--- config.mk ---
export PLATFORM = sky130hd
export DESIGN_NAME = pwm_duty_seq
export DESIGN_NICKNAME = d
export VERILOG_FILES = /design/src/rtl/pwm_duty_seq.sv
export SDC_FILE = /design/constraint.sdc
export NUM_CORES = 1
export LEC_CHECK = 0
export CELL_PAD_IN_SITES_DETAIL_PLACEMENT = 2
export CELL_PAD_IN_SITES_GLOBAL_PLACEMENT = 2
export CORE_MARGIN = 1.5
export CORE_UTILIZATION = 35
export DETAILED_ROUTE_END_ITERATION = 8
export GPL_TIMING_DRIVEN = 0
export PLACE_DENSITY_LB_ADDON = 0.1
export SETUP_SLACK_MARGIN = 0.15
export SYNTH_ARGS = -nofsm -noshare
export SYNTH_HDL_FRONTEND = slang
export SYNTH_SLANG_ARGS = --single-unit
--- constraint.sdc ---
create_clock -name clk -period 3.65 [get_ports clk]
set_clock_uncertainty 0.15 [all_clocks]
set_input_delay 1.095 -clock clk [delete_from_list [all_inputs] [get_ports clk]]
set_output_delay 1.095 -clock clk [all_outputs]
set_load 0.05 [all_outputs]
--- src/rtl/pwm_duty_seq.sv ---
// pwm_duty_seq -- duty-cycle sequencer for a downstream 4-bit PWM stage.
//
// A prescaler divides clk into base ticks, and a tick counter divides those
// ticks by 2^rate to form step events. On each step event the FSM advances
// the duty value: a static value, a breathe ramp with a dwell at each
// extreme, or a free-running sawtooth.
//
// Parameters:
//   TICK_DIV  clk cycles per base tick
//   DWELL     step events held at each breathe extreme
// Ports:
//   clk      in   sole clock, rising edge
//   reset_n  in   asynchronous active-low reset
//   en       in   enable; 0 freezes all state and forces step low
//   mode     in   [1:0] 00 static, 01 breathe, 10 sawtooth, 11 hold
//   sw       in   [3:0] static duty used in mode 00
//   rate     in   [1:0] step period = 2^rate base ticks
//   duty     out  [3:0] registered duty value
//   dir      out  registered; 1 rising/static, 0 falling
//   step     out  registered one-cycle pulse per duty step event
module pwm_duty_seq #(
    parameter int TICK_DIV = 500000,
    parameter int DWELL    = 4
) (
    input  logic       clk,
    input  logic       reset_n,
    input  logic       en,
    input  logic [1:0] mode,
    input  logic [3:0] sw,
    input  logic [1:0] rate,
    output logic [3:0] duty,
    output logic       dir,
    output logic       step
);

    localparam int PW = (TICK_DIV > 1) ? $clog2(TICK_DIV) : 1;
    localparam int DW = (DWELL < 1) ? 1 : $clog2(DWELL + 1);
    localparam logic [PW-1:0] PRESC_LAST = PW'(TICK_DIV - 1);
    localparam logic [DW:0]   DWELL_V    = (DW + 1)'(DWELL);

    typedef enum logic [2:0] {
        S_IDLE     = 3'd0,
        S_UP       = 3'd1,
        S_TOP_HOLD = 3'd2,
        S_DOWN     = 3'd3,
        S_BOT_HOLD = 3'd4,
        S_SAW      = 3'd5
    } state_t;

    logic [PW-1:0] presc_r;
    logic [2:0]    tcnt_r;
    logic [DW-1:0] dwell_r;
    logic [DW-1:0] dwell_n_s;
    logic [DW:0]   dwell_inc_s;
    logic          hold_done_s;
    state_t        state_r;
    state_t        state_n_s;
    logic [3:0]    duty_r;
    logic [3:0]    duty_n_s;
    logic          dir_r;
    logic          step_r;
    logic          active_s;
    logic          tick_s;
    logic [3:0]    last_s;
    logic          step_ev_s;

    // Timebase runs only when enabled and not in the hold mode.
    assign active_s  = en && (mode != 2'b11);
    assign tick_s    = active_s && (presc_r == PRESC_LAST);
    // Last tick-counter value for the current rate; kept 4 bits wide so 2^3 fits.
    assign last_s    = (4'd1 << rate) - 4'd1;
    // A counter at or above the (possibly just lowered) modulus wraps and steps.
    assign step_ev_s = tick_s && ({1'b0, tcnt_r} >= last_s);

    assign dwell_inc_s = {1'b0, dwell_r} + (DW + 1)'(1);
    assign hold_done_s = (dwell_inc_s >= DWELL_V);

    // Prescaler and tick counter.
    always_ff @(posedge clk or negedge reset_n) begin
        if (!reset_n) begin
            presc_r <= '0;
            tcnt_r  <= 3'd0;
        end else if (active_s) begin
            if (presc_r == PRESC_LAST) begin
                presc_r <= '0;
            end else begin
                presc_r <= presc_r + PW'(1);
            end
            if (tick_s) begin
                if (step_ev_s) begin
                    tcnt_r <= 3'd0;
                end else begin
                    tcnt_r <= tcnt_r + 3'd1;
                end
            end
        end
    end

    // Next-state, next-duty and dwell logic of the sequencer FSM.
    always_comb begin
        state_n_s = state_r;
        duty_n_s  = duty_r;
        dwell_n_s = dwell_r;
        if (!en) begin
            state_n_s = state_r;
        end else begin
            case (mode)
                2'b00: begin
                    state_n_s = S_IDLE;
                    duty_n_s  = sw;
                end
                2'b01: begin
                    case (state_r)
                        S_IDLE: state_n_s = S_UP;
                        S_UP: begin
                            if (step_ev_s) begin
                                if (duty_r == 4'd15) begin
                                    // Entered already at the top: no increment.
                                    state_n_s = S_TOP_HOLD;
                                    dwell_n_s = '0;
                                end else if (duty_r == 4'd14) begin
                                    duty_n_s  = 4'd15;
                                    state_n_s = S_TOP_HOLD;
                                    dwell_n_s = '0;
                                end else begin
                                    duty_n_s = duty_r + 4'd1;
                                end
                            end else begin
                                state_n_s = S_UP;
                            end
                        end
                        S_TOP_HOLD: begin
                            if (step_ev_s) begin
                                if (hold_done_s) begin
                                    state_n_s = S_DOWN;
                                    dwell_n_s = '0;
                                end else begin
                                    dwell_n_s = dwell_inc_s[DW-1:0];
                                end
                            end else begin
                                state_n_s = S_TOP_HOLD;
                            end
                        end
                        S_DOWN: begin
                            if (step_ev_s) begin
                                if (duty_r <= 4'd1) begin
                                    // Clamp: the ramp never wraps below zero.
                                    duty_n_s  = 4'd0;
                                    state_n_s = S_BOT_HOLD;
                                    dwell_n_s = '0;
                                end else begin
                                    duty_n_s = duty_r - 4'd1;
                                end
                            end else begin
                                state_n_s = S_DOWN;
                            end
                        end
                        S_BOT_HOLD: begin
                            if (step_ev_s) begin
                                if (hold_done_s) begin
                                    state_n_s = S_UP;
                                    dwell_n_s = '0;
                                end else begin
                                    dwell_n_s = dwell_inc_s[DW-1:0];
                                end
                            end else begin
                                state_n_s = S_BOT_HOLD;
                            end
                        end
                        // Coming from sawtooth: one IDLE cycle first.
                        default: state_n_s = S_IDLE;
                    endcase
                end
                2'b10: begin
                    case (state_r)
                        S_IDLE: state_n_s = S_SAW;
                        S_SAW: begin
                            if (step_ev_s) begin
                                duty_n_s = duty_r + 4'd1;
                            end else begin
                                duty_n_s = duty_r;
                            end
                        end
                        // Coming from a breathe state: one IDLE cycle first.
                        default: state_n_s = S_IDLE;
                    endcase
                end
                default: state_n_s = state_r;
            endcase
        end
    end

    // Sequencer registers and registered outputs.
    always_ff @(posedge clk or negedge reset_n) begin
        if (!reset_n) begin
            state_r <= S_IDLE;
            duty_r  <= 4'd0;
            dwell_r <= '0;
            dir_r   <= 1'b1;
            step_r  <= 1'b0;
        end else if (en) begin
            state_r <= state_n_s;
            duty_r  <= duty_n_s;
            dwell_r <= dwell_n_s;
            dir_r   <= !((state_n_s == S_DOWN) || (state_n_s == S_BOT_HOLD));
            step_r  <= step_ev_s && ((mode == 2'b01) || (mode == 2'b10));
        end else begin
            step_r  <= 1'b0;
        end
    end

    assign duty = duty_r;
    assign dir  = dir_r;
    assign step = step_r;

endmodule

-- Word level (Yosys, flattened, before mapping)
Index checks and enable logic that the tools add are counted.
- add/subtract/negate cells: 6
- multipliers: 0
- divide/modulo/power cells: 0
- magnitude comparators: 3
- equality and inequality tests: 24
- shift operators: 1
- multiplexer cells: 33
- bitwise gates (word level): 0
- reduce and logical (&&, ||, !) cells: 15
- operators by type and width (operator ; number):
    3-bit two-way mux ; 18
    4-bit two-way mux ; 7
    19-bit by 1-bit adder with 19-bit output (second input constant) ; 1
    19-bit equality test (second input constant) ; 1
    19-bit two-way mux ; 1
    3-bit case mux with 3 select lines ; 2
    8-bit AND reduction ; 2
    3-bit case mux with 5 select lines ; 1
    3-bit inequality test (second input constant) ; 4
    4-bit case mux with 3 select lines ; 1
    2-bit inequality test (second input constant) ; 5
    3-bit by 2-bit equality test with 1-bit output (second input constant) ; 3
    3-bit equality test (second input constant) ; 3
    4-bit equality test (second input constant) ; 2
    4-bit case mux with 2 select lines ; 1
    4-bit by 1-bit subtractor with 4-bit output (second input constant) ; 2
    3-bit case mux with 2 select lines ; 1
    3-bit nonzero test ; 2
    3-bit by 1-bit adder with 4-bit output (second input constant) ; 1
    4-bit by 1-bit adder with 4-bit output (second input constant) ; 1
    3-bit by 4-bit >= comparator with 1-bit output ; 1
    4-bit by 3-bit >= comparator with 1-bit output (second input constant) ; 1
    4-bit by 1-bit less-or-equal comparator with 1-bit output (second input constant) ; 1
    1-bit logical AND ; 4
    14 further kinds ; 16
- register bits after elaboration: 34
- latch bits: 0
- RAM bits: 0
- bits in read-only memories: 0
- input bits: 11
- output and inout port bits: 6
- logic and storage cells: 89
- memories kept: 0

-- Longest topological paths before layout
- depth after elaboration: 11
- mapped depth: 9
- mapped depth without buffers: 8

-- Worst setup path after synthesis
Ideal clock, no wire load.
- path kind: input-to-reg
- from: input rate[1]
- to: register dir_r, in the netlist dir
- setup time: 0.078 ns
- data arrival time: 2.945 ns
- data required time: 3.422 ns
- setup slack: 0.477 ns
- stages: 9
- buffers on the path: 1
- cell sequence: or2_2 > ha_1 > nor2b_4 > o21a_1 > buf_6 > nor3_1 > a221o_2 > a211o_1 > a31o_1
- longest elaborated chain between the ends: 11
- elaborated cells on any way between the ends: 15
- those cells by class: add/sub (1); order compare (1); eq/ne (2); shift (1); mux (7); reduce/logical (3)
- RTL lines (item ; line ; source):
    start: declaration ; 30 ; input logic [1:0] rate,
    1-bit by 2-bit << shifter with 4-bit output (*) ; 71 ; assign last_s = (4'd1 << rate) - 4'd1;
    4-bit by 1-bit subtractor with 4-bit output (*) ; 71 ;
    3-bit by 4-bit >= comparator with 1-bit output (*) ; 73 ; assign step_ev_s = tick_s && ({1'b0, tcnt_r} >= last_s);
    1-bit logical AND (*) ; 73 ;
    3-bit two-way mux (on tied branches) ; - ;
    3-bit case mux with 5 select lines (*) ; 113 ; case (state_r)
    3-bit case mux with 3 select lines (*) ; 107 ; case (mode)
    3-bit two-way mux (*) ; 104 ; if (!en) begin
    3-bit by 2-bit equality test with 1-bit output or 3-bit equality test (tied branches) ; 205 ; dir_r <= !((state_n_s == S_DOWN) || (state_n_s == S_BOT_HOLD));
    1-bit logical OR (*) ; 205 ;
    1-bit zero test (*) ; 205 ;
    end signal: assignment ; 205 ;
    end: declaration ; 60 ; logic dir_r;
Every way passes the cells marked *; elsewhere a longest branch is shown, timed or not.
A chain may end at the register's enable or synchronous reset.

-- Final worst setup path
- from: input mode[0]
- to: register dir_r, in the netlist dir
- longest elaborated chain between the ends: 11
- elaborated cells on any way between the ends: 18
- those cells by class: eq/ne (5); mux (7); reduce/logical (6)
- RTL lines (item ; line ; source):
    start: declaration ; 28 ; input logic [1:0] mode,
    2-bit inequality test ; 68 ; assign active_s = en && (mode != 2'b11);
    1-bit logical AND ; 68 ;
    1-bit logical AND ; 69 ; assign tick_s = active_s && (presc_r == PRESC_LAST);
    1-bit logical AND ; 73 ;
    3-bit two-way mux (on tied branches) ; - ;
    3-bit case mux with 5 select lines ; 113 ;
    3-bit case mux with 3 select lines (*) ; 107 ;
    3-bit two-way mux (*) ; 104 ;
    3-bit by 2-bit equality test with 1-bit output or 3-bit equality test (tied branches) ; 205 ;
    1-bit logical OR (*) ; 205 ;
    1-bit zero test (*) ; 205 ;
Marked as above.

==> metrics <==
DIE HEIGHT=85.2 um; synth unique cells=63; hold depth=1; maxcap violations=0; gr ovfl total=0; dominant synthesized flop cell=dfrtp_1; setup TNS=0 ns; port buffer count=16; DR vias/cell=5.64; Reg2Reg Depth=8; First-pass DRT Iterations=6; WL/cell=18.1 um; Fin. Hold Viols=0; Lkg Pwr=1.24 nW; Gate Count Post-Synth=255; post-DP HPWL=4560 um; initial antenna violation count=0; syn avg cell area=9.28 um^2; FP Rows=29; Hold EP=presc_r[14]; Layout Nets=307; IO Count=17; part of the cycle the worst path needs=92.6%; Worst Setup End Kind=flop; H-tree level count=2; clk buf depth=2; top layer in use=met4; DP Area=2620 um^2; final cell area excluding filler cells=2790 um^2; clk sinks=34; power per cell area=439 nW/um^2; critical path class=input pin to flop; Worst Setup Start Kind=input pin; Finished Layout Cells=361; Yosys reg bits=34; Slew @ Worst Pin=0.829 ns; Max-slew headroom=44.7%; Fmax=296 MHz; Max Transition Viols Final=0; Hold WC Path Type=flop to flop; Clock Latency Late Sink=0.30 ns; metal2 WL=3140 um; number of synthesized flops with an enable pin=0; DR iter-0 viols=65; Syn Std Cell Area=2370 um^2; gp weighted congestion=0.725; antenna-violating nets left=0; Worst EP arrival=3.45 ns; Post-Syn Nets=279; first-pass GRT wire length=11100 um; Seq/Total Area, Yosys=36.0%; Tot GR Track Use=19.5%; final WL=6540 um; reg2reg start=duty[0]; fin crit period=3.38 ns; R2R setup slack=1.12 ns; pin count of the biggest net entering global routing=35; met1 WL=3100 um; vias in the first global route=2140; critical path required time=3.72 ns; Met3 Routed Length=203 um; Post-CTS Hold Fix Bufs=0; Starting Density=36.6%; Synth Warn #=0; worst-path maximum fanout=10; DR vias=2037; Chip Width=85.2 um; TritonCTS buffer count=5; DR DRC count=1; RSZ-0062 raised after global routing=false; Final Setup Violations=0; Hold Startpoint=presc_r[14]; n_diodes=0; failing checks=DRC; layout cell share with drive strength beyond 1=16.5%; die area=7260 um^2; CTS tree=yes; worst IR drop on VDD=0.186 mV; status=complete, but fails checks; Fillers=722; Placed Cells incl. Taps=348; Reg-to-Reg End=dir; core area=6460 um^2; Final Power=1.22 mW; Reg clk slew, reported paths=0.07 ns; asr flop ratio synth=100%; Clock Tree Root=clkbuf_8; Area growth, synth to finish=17.9%
sequential cells by signal, indices dropped and copies added, names as in the netlist:
signal	flops
presc_r	19
duty	4
dwell_r	3
state_r	3
tcnt_r	3
dir	1
step	1
cell usage after synthesis, drive strengths merged, types with 2 or more instances:
| cell type | count | area share, % |
|---|---|---|
| nor3 | 10 | 2.3 |
| and2 | 4 | 1.2 |
| nor4 | 4 | 1.7 |
| a21oi | 8 | 1.9 |
| or2 | 2 | 0.53 |
| a21o | 4 | 1.4 |
| o41ai | 2 | 1.4 |
| o21ai | 14 | 3.0 |
| o31ai | 4 | 1.3 |
| nor2b | 7 | 2.2 |
| dfrtp | 33 | 35 |
| mux2 | 6 | 2.9 |
| nand2b | 2 | 0.53 |
| nand2 | 26 | 4.1 |
| clkbuf | 8 | 1.7 |
| inv | 10 | 1.6 |
| a221o | 2 | 0.90 |
| ha | 13 | 6.9 |
| xor2 | 12 | 4.4 |
| and3 | 4 | 1.1 |
| nand3 | 14 | 3.0 |
| nand4 | 8 | 2.4 |
| nor4b | 3 | 1.7 |
| xnor2 | 8 | 3.0 |
| nand3b | 2 | 0.63 |
| buf | 5 | 2.4 |
| nor2 | 20 | 3.2 |
cell usage in the layout, fill, tap and decap left out, drive strengths merged, types with 2 or more instances in the layout:
cell / netlist / final
a21o: 4 / 4
nand3b: 2 / 2
xnor2: 8 / 8
o31ai: 4 / 4
nand3: 14 / 14
buf: 5 / 10
xor2: 12 / 12
nor4b: 3 / 3
and3: 4 / 4
inv: 10 / 10
mux2: 6 / 6
o21ai: 14 / 14
nor2b: 7 / 7
nor4: 4 / 4
nand2b: 2 / 2
nor3: 10 / 10
nand2: 26 / 26
nand4: 8 / 8
and2: 4 / 4
nor2: 20 / 20
a21oi: 8 / 8
clkdlybuf4s50: 0 / 15
or2: 2 / 2
o41ai: 2 / 2
dfrtp: 33 / 33
clkbuf: 8 / 15
a221o: 2 / 2
ha: 13 / 13
report_power, final:
group	total (mW)	switching [mW]	internal, mW
sequential	0.485	0.0571	0.428
combinational	0.427	0.258	0.169
clock	0.311	0.159	0.152
kinds of logic (layout without fill, tap and decap cells):
group,count (synthesis),count (layout),share of synthesized area (%)
fa+ha+maj,13,13,6.87
xor+xnor,20,20,7.40
mux,7,7,3.28
simple gates,113,113,27.3
compound gates,45,45,13.5
buf+inv,23,52,5.66
flops,34,34,36.0
metrics by stage:
stage	hold WS (ns)	util (%)	worst slack, ns
3_5_place_dp	0.333	40.5	-0.200
2_1_floorplan	0.303	-	0.477
6_report	0.341	43.2	0.268
3_3_place_gp	0.322	40.6	-0.159
5_1_grt	0.368	43.2	0.157
4_1_cts	0.344	42.1	0.149
worst max path at each step:
stage | startpoint | to | slack, ns
5_1_grt | mode[0] | dir | 0.16
3_5_place_dp | rate[1] | duty[3] | -0.20
6_report | mode[0] | dir | 0.27
2_1_floorplan | rate[1] | dir | 0.48
4_1_cts | mode[0] | duty[3] | 0.15
3_3_place_gp | rate[1] | duty[3] | -0.16
layout make-up:
| class | count | area, um^2 | share of cell area, % |
|---|---|---|---|
| Multi-Input combinational cell | 198 | 1420 | 50.9 |
| Sequential cell | 34 | 852 | 30.6 |
| Clock buffer | 6 | 82.6 | 2.96 |
| Buffer | 13 | 98.8 | 3.54 |
| Inverter | 10 | 37.5 | 1.35 |
| Clock inverter | 2 | 12.5 | 0.449 |
| Timing Repair Buffer | 21 | 190 | 6.82 |
| Tap cell | 77 | 96.3 | 3.45 |
critical path, cell delays in order:
cell             delay (ns)
clkdlybuf4s50_1        0.46
ha_1                   0.25
nand2b_1               0.16
buf_6                  0.15
or2_1                  0.25
buf_8                  0.14
nor3_1                 0.26
a31oi_1                0.19
a211o_1                0.29
a31o_1                 0.21
timing repair:
action / 4_1_cts / 5_1_grt
buffers inserted: 0 / 5
resized for setup: 2 / 7
pin swaps: 0 / 2
endpoints found under the setup margin: 4 / 7
layer usage:
metal,GRT usage (%),vias to the layer above
li1,-,965
met1,26.2,1033
met2,32.0,31
met3,3.31,8
met4,6.26,0
met5,0,-
(Power assumes the default switching activity.)
